[src/rtl/gate_check_pkg.sv]
`default_nettype none
// ============================================================================
// Module   : gate_check_pkg
// Purpose  : Shared types, widths and helpers for the gate truth-table
//            checker (FSM state encoding, counter/index/error widths and a
//            saturating error-count increment).
// Ports    : none (package)
// Revision : 1.0 - initial release
// ============================================================================
package gate_check_pkg;

    localparam int IDX_W = 2;   // vector index width (4 vectors)
    localparam int CNT_W = 4;   // settle counter width (SETTLE up to 15)
    localparam int ERR_W = 3;   // error count width (0..4)

    localparam logic [IDX_W-1:0] c_LAST_IDX = 2'd3;
    localparam logic [ERR_W-1:0] c_ERR_MAX  = 3'd4;

    typedef enum logic [2:0] {
        IDLE   = 3'd0,
        DRIVE  = 3'd1,
        WAIT   = 3'd2,
        SAMPLE = 3'd3,
        DONE   = 3'd4
    } state_t;

    // Error count never wraps; it sticks at the maximum number of vectors.
    function automatic logic [ERR_W-1:0] err_sat_inc(input logic [ERR_W-1:0] v);
        return (v >= c_ERR_MAX) ? v : v + 1'b1;
    endfunction

endpackage
`default_nettype wire

[src/rtl/gate_check_settle_cnt.sv]
`default_nettype none
// ============================================================================
// Module   : gate_check_settle_cnt
// Purpose  : Down-counter that times the settle interval between driving a
//            test vector and sampling the gate response.
// Ports    : clk      - clock, rising edge
//            rst      - asynchronous active-high reset
//            load     - load counter with load_val
//            load_val - settle interval in cycles (1..15)
//            expired  - high during the last cycle of the interval
// Revision : 1.0 - initial release
// ============================================================================
module gate_check_settle_cnt
    import gate_check_pkg::*;
(
    input  logic             clk,
    input  logic             rst,
    input  logic             load,
    input  logic [CNT_W-1:0] load_val,
    output logic             expired
);

    logic [CNT_W-1:0] r_count;

    // Counts down freely once loaded and parks at zero, so no separate
    // enable is needed: the FSM only looks at expired while it waits.
    always_ff @(posedge clk or posedge rst) begin
        if (rst) begin
            r_count <= '0;
        end else if (load) begin
            r_count <= load_val;
        end else if (r_count != '0) begin
            r_count <= r_count - 1'b1;
        end
    end

    // A value of one means this is the final waiting cycle; the FSM moves
    // on at the same edge that takes the count to zero.
    assign expired = (r_count == CNT_W'(1));

endmodule
`default_nettype wire

[config.mk]
export PLATFORM = sky130hd
export DESIGN_NAME = gate_check_settle_cnt
export DESIGN_NICKNAME = d
export VERILOG_FILES = /design/src/rtl/gate_check_pkg.sv /design/src/rtl/gate_check_settle_cnt.sv
export SDC_FILE = /design/constraint.sdc
export NUM_CORES = 1
export LEC_CHECK = 0
export ABC_AREA = 1
export CORE_AREA = 5 5 42 44
export DETAILED_ROUTE_END_ITERATION = 8
export DIE_AREA = 0 0 47 49
export HOLD_SLACK_MARGIN = 0.15
export PLACE_DENSITY = 0.46
export SYNTH_ARGS = -nofsm -noshare
export SYNTH_HDL_FRONTEND = slang
export SYNTH_SLANG_ARGS = --single-unit
[constraint.sdc]
create_clock -name clk -period 3.2 [get_ports clk]
set_input_delay 0.64 -clock clk [delete_from_list [all_inputs] [get_ports clk]]
set_output_delay 0.64 -clock clk [all_outputs]
set_load 0.05 [all_outputs]
Word level (Yosys, flattened, before mapping)
Index checks and enable logic that the tools add are counted.
{"block": "totals", "ff_bits": 4, "inputBits": 7, "output_inout_bits": 1, "word_cells": 7}
{"block": "classes", "addsub": 1, "n_eq_ne": 1, "muxes": 2, "reduce_logical": 2}
{"op": "4-bit 2-to-1 mux", "count": 2}
{"op": "4-bit by 1-bit == test with 1-bit output (second input constant)", "count": 1}
{"op": "4-bit nonzero test", "count": 1}
{"op": "4-bit by 1-bit subtractor with 4-bit output (second input constant)", "count": 1}
{"op": "2-bit nonzero test", "count": 1}

Longest topological paths before layout
{"block": "logic_depth", "ltp_word": 3, "mapped_depth": 7, "depth_no_buf": 7}

Worst setup path before layout
OpenSTA, ideal clock, no wires.
{"block": "synth_path", "kind": "register -> output", "start": "reg r_count[1]", "end": "out expired", "t_arrival_ps": 1742, "required_time_ps": 2560, "slack_ps": 818, "stages_incl_launch_ff": 4, "n_path_buf": 0, "path_cell_list": "dfrtp_1 inv_1 ha_1 nor3b_1"}
{"block": "synth_via", "elab_chain_cells": 1}
{"element": "start, declared", "line": "gate_check_settle_cnt.sv:23", "text": "logic [CNT_W-1:0] r_count;"}
{"element": "start signal, assigned", "line": "gate_check_settle_cnt.sv:31", "text": "r_count <= load_val;"}
{"element": "start signal, assigned", "line": "gate_check_settle_cnt.sv:33", "text": "r_count <= r_count - 1'b1;"}
{"element": "4-bit by 1-bit == test with 1-bit output", "line": "gate_check_settle_cnt.sv:39", "text": "assign expired = (r_count == CNT_W'(1));"}
{"element": "end, declared", "line": "gate_check_settle_cnt.sv:20", "text": "output logic expired"}
No other way between the ends.

Final worst setup path
Ends and elaborated chain as after synthesis.

==> results_dict.tcl <==
set metrics [dict create \
    outcome "complete, no violations" \
    finalWirelength_microns 562 \
    postLayoutSetupSlackWorst_ps 693 \
    synthAdderAreaFrac 0.135 \
    root_buffer "clkbuf_4" \
    grt_antenna_before_repair 0 \
    critPathKind "reg2out" \
    io_pins 8 \
    synth_commonest_cells "nand2_1, inv_1, dfrtp_1" \
    gr-max-usage-layer "met4" \
    setup_tns_ps 0 \
    die_y_microns 49 \
    synth_cell_types 14 \
    setup_viol 0 \
    num_rows 14 \
    muxShareOfSynthArea 0 \
    grt_use_total 0.0580 \
    cp-startpoint "r_count[1]" \
    synth_area_sq_um 278 \
    cp-endpoint "expired" \
    routedWlPerCell_microns 8.92 \
    yosysMostFrequentCell "nand2_1" \
    syn_inst 37 \
    vdd_ir_drop_max_mv 0.163 \
    grt_pass1_wl_microns 834 \
    worstSkewPairLatency_ps 240 \
    synth_top_family_by_area "simple AND/OR/NAND/NOR gates" \
    drt_iter0_drc 2 \
    synth-edff-count 0 \
    synth_compound_gate_area_share 0.0901 \
    fin_crit_sh 0.783 \
    fin_skew_ps 5.91 \
    crit_required_ps 2560 \
    synth.area.top_cells "dfrtp_1, nand2_1, ha_1" \
    powerDensity_nw_per_um2 568 \
    cts_buffer_depth 2 \
    clock_sinks 4 \
    cp.depth 4 \
    dieArea_sq_um 2300 \
    gr-total-overflow 0 \
    crit_arrival_ps 1870 \
    critPathBufInv 2 \
    p_leak_nw 0.192 \
    fmax_ghz 0.399 \
    yosys.area.top_type "dfrtp_1" \
    drc 0 \
    cp_slowest_stage_delay_ps 830 \
    hold_buffers 0 \
    reg2reg_to "r_count[1]" \
    cts_buffers 3 \
    tightest_slew_ps 488 \
    first_pass_iters 4 \
    min_path_type "in2async" \
    synth_xor_xnor_area_share 0.0315 \
    met2_usage 0.0769 \
    grt_use_met1 0.0533 \
    port_buffers 7 \
    slew_headroom 0.673 \
    largest_reg_flops 4 \
    fillCellCount 166 \
    cp-end-kind "primary output" \
    grtUsageMet3 0.0111 \
    reg2reg_from "r_count[0]" \
    ant_nets 0 \
    nets 59 \
    r2r_cells 5 \
    netlist.area_leader.share 0.360 \
    initial_core_util 0.198 \
    grt_setup_unrepaired "false" \
    cts-resized-gates 0 \
    period_needed_ps 2510 \
    final_max_slew_viol_count 0 \
    cp_cell_sequence "inv_1, ha_1, nor3b_1, clkdlybuf4s50_1" \
    dp_slack_ps 942 \
    synth_simple_gate_area_frac 0.302 \
    syn_to_final_growth_pct 40.5 \
    yosysSeqAreaShare 0.360 \
    drive_above_1_share 0.149 \
    top_regs "r_count x4" \
    h-tree-depth 1 \
    core_sq_um 1400 \
    diodes 0 \
    rrSetupSlack_ps 2030 \
    synthesis.nets 47 \
    vias 248 \
    instances_no_fill 63 \
    synthesis.area_per_instance_sq_um 7.51 \
    fp.dieW_microns 47 \
    cts_setup_buffers 0 \
    path_max_fanout 4 \
    grt_max_degree 8 \
    cts_tree "yes" \
    grt_pass1_vias 220 \
    gp_congestion 0.659 \
    finalHoldViolCount 0 \
    synth-async-reset-ratio 1.00 \
    viasPerCell 3.94 \
    synth_warnings 0 \
    ys_ff_latch 4 \
    cts.clk_slew.worst_paths_ps 40 \
    placed_cells 60 \
    maxCapViolCount 0 \
    regMostFlops "r_count" \
    critPathLaunchType "flop" \
    synth-main-ff-cell "dfrtp_1" \
    cp_slowest_cell "clkdlybuf4s50_1" \
    cp_top_family "buffers and inverters" \
]
==> routing by layer <==
| metal | up-vias | routed length (microns) |
|---|---|---|
| li1 | 135 | - |
| met1 | 102 | 234 |
| met2 | 9 | 277 |
| met3 | 2 | 30 |
| met4 | 0 | 19 |
| met5 | - | 0 |
==> how the worst min path moves through the flow <==
stage / depth (start not counted) / to / slack, ps / from
2_1_floorplan: 1 / r_count[0] / 410 / rst
3_3_place_gp: 2 / r_count[1] / 580 / r_count[1]
3_5_place_dp: 2 / r_count[1] / 580 / r_count[1]
4_1_cts: 2 / r_count[1] / 590 / rst
5_1_grt: 2 / r_count[1] / 610 / rst
6_report: 2 / r_count[1] / 580 / rst
==> power breakdown <==
part	leakage, nW	internal [mW]	switching, mW
clock network	0.0138	0.0420	0.0213
logic	0.130	0.0361	0.0470
registers	0.0484	0.0632	0.0121
total	0.192	0.141	0.0804
==> layout by cell type, fill, tap and decap left out <==
master,count
clkbuf_4,3
clkdlybuf4s50_1,7
dfrtp_1,4
ha_1,3
inv_1,5
inv_2,1
nand2_1,12
nand2_2,1
nand3_1,1
nand3_2,1
nor2_1,1
nor2_2,1
nor3b_1,1
o21ai_0,2
o21ai_1,3
xnor2_1,1
==> worst reg2reg max path: stages, from the launching register on <==
cell	delay, ps
dfrtp_1	390
inv_1	150
ha_1	250
o21ai_0	150
nand2_1	70
o21ai_1	70
==> cell type report <==
cell class | instances | area [sq um] | share of cell area
Multi-Input combinational cell | 27 | 155 | 0.397
Timing Repair Buffer | 7 | 70.1 | 0.179
Tap cell | 16 | 20.0 | 0.0513
Inverter | 6 | 22.5 | 0.0577
Clock buffer | 3 | 22.5 | 0.0577
Sequential cell | 4 | 100 | 0.256
==> logic make-up (layout without fill, tap and decap cells) <==
family	Yosys count	after routing
xor gates and xnor gates	1	1
DFF	4	4
AOI/OAI and AO/OA	5	5
buffers and inverters	6	16
and+or+nand+nor	18	18
adders and majority gates	3	3
==> metrics by stage <==
step | util | hold WS, ps | cell area, sq um | total power [mW]
after floorplan | - | 406 | 278 | 0.134
after global placement | 0.263 | 575 | 368 | 0.161
after detailed placement | 0.263 | 577 | 368 | 0.159
after CTS | 0.279 | 587 | 390 | 0.227
after global routing | 0.279 | 609 | 390 | 0.238
final | 0.279 | 584 | 390 | 0.222
Note: power is estimated with default switching activity, not from simulation.
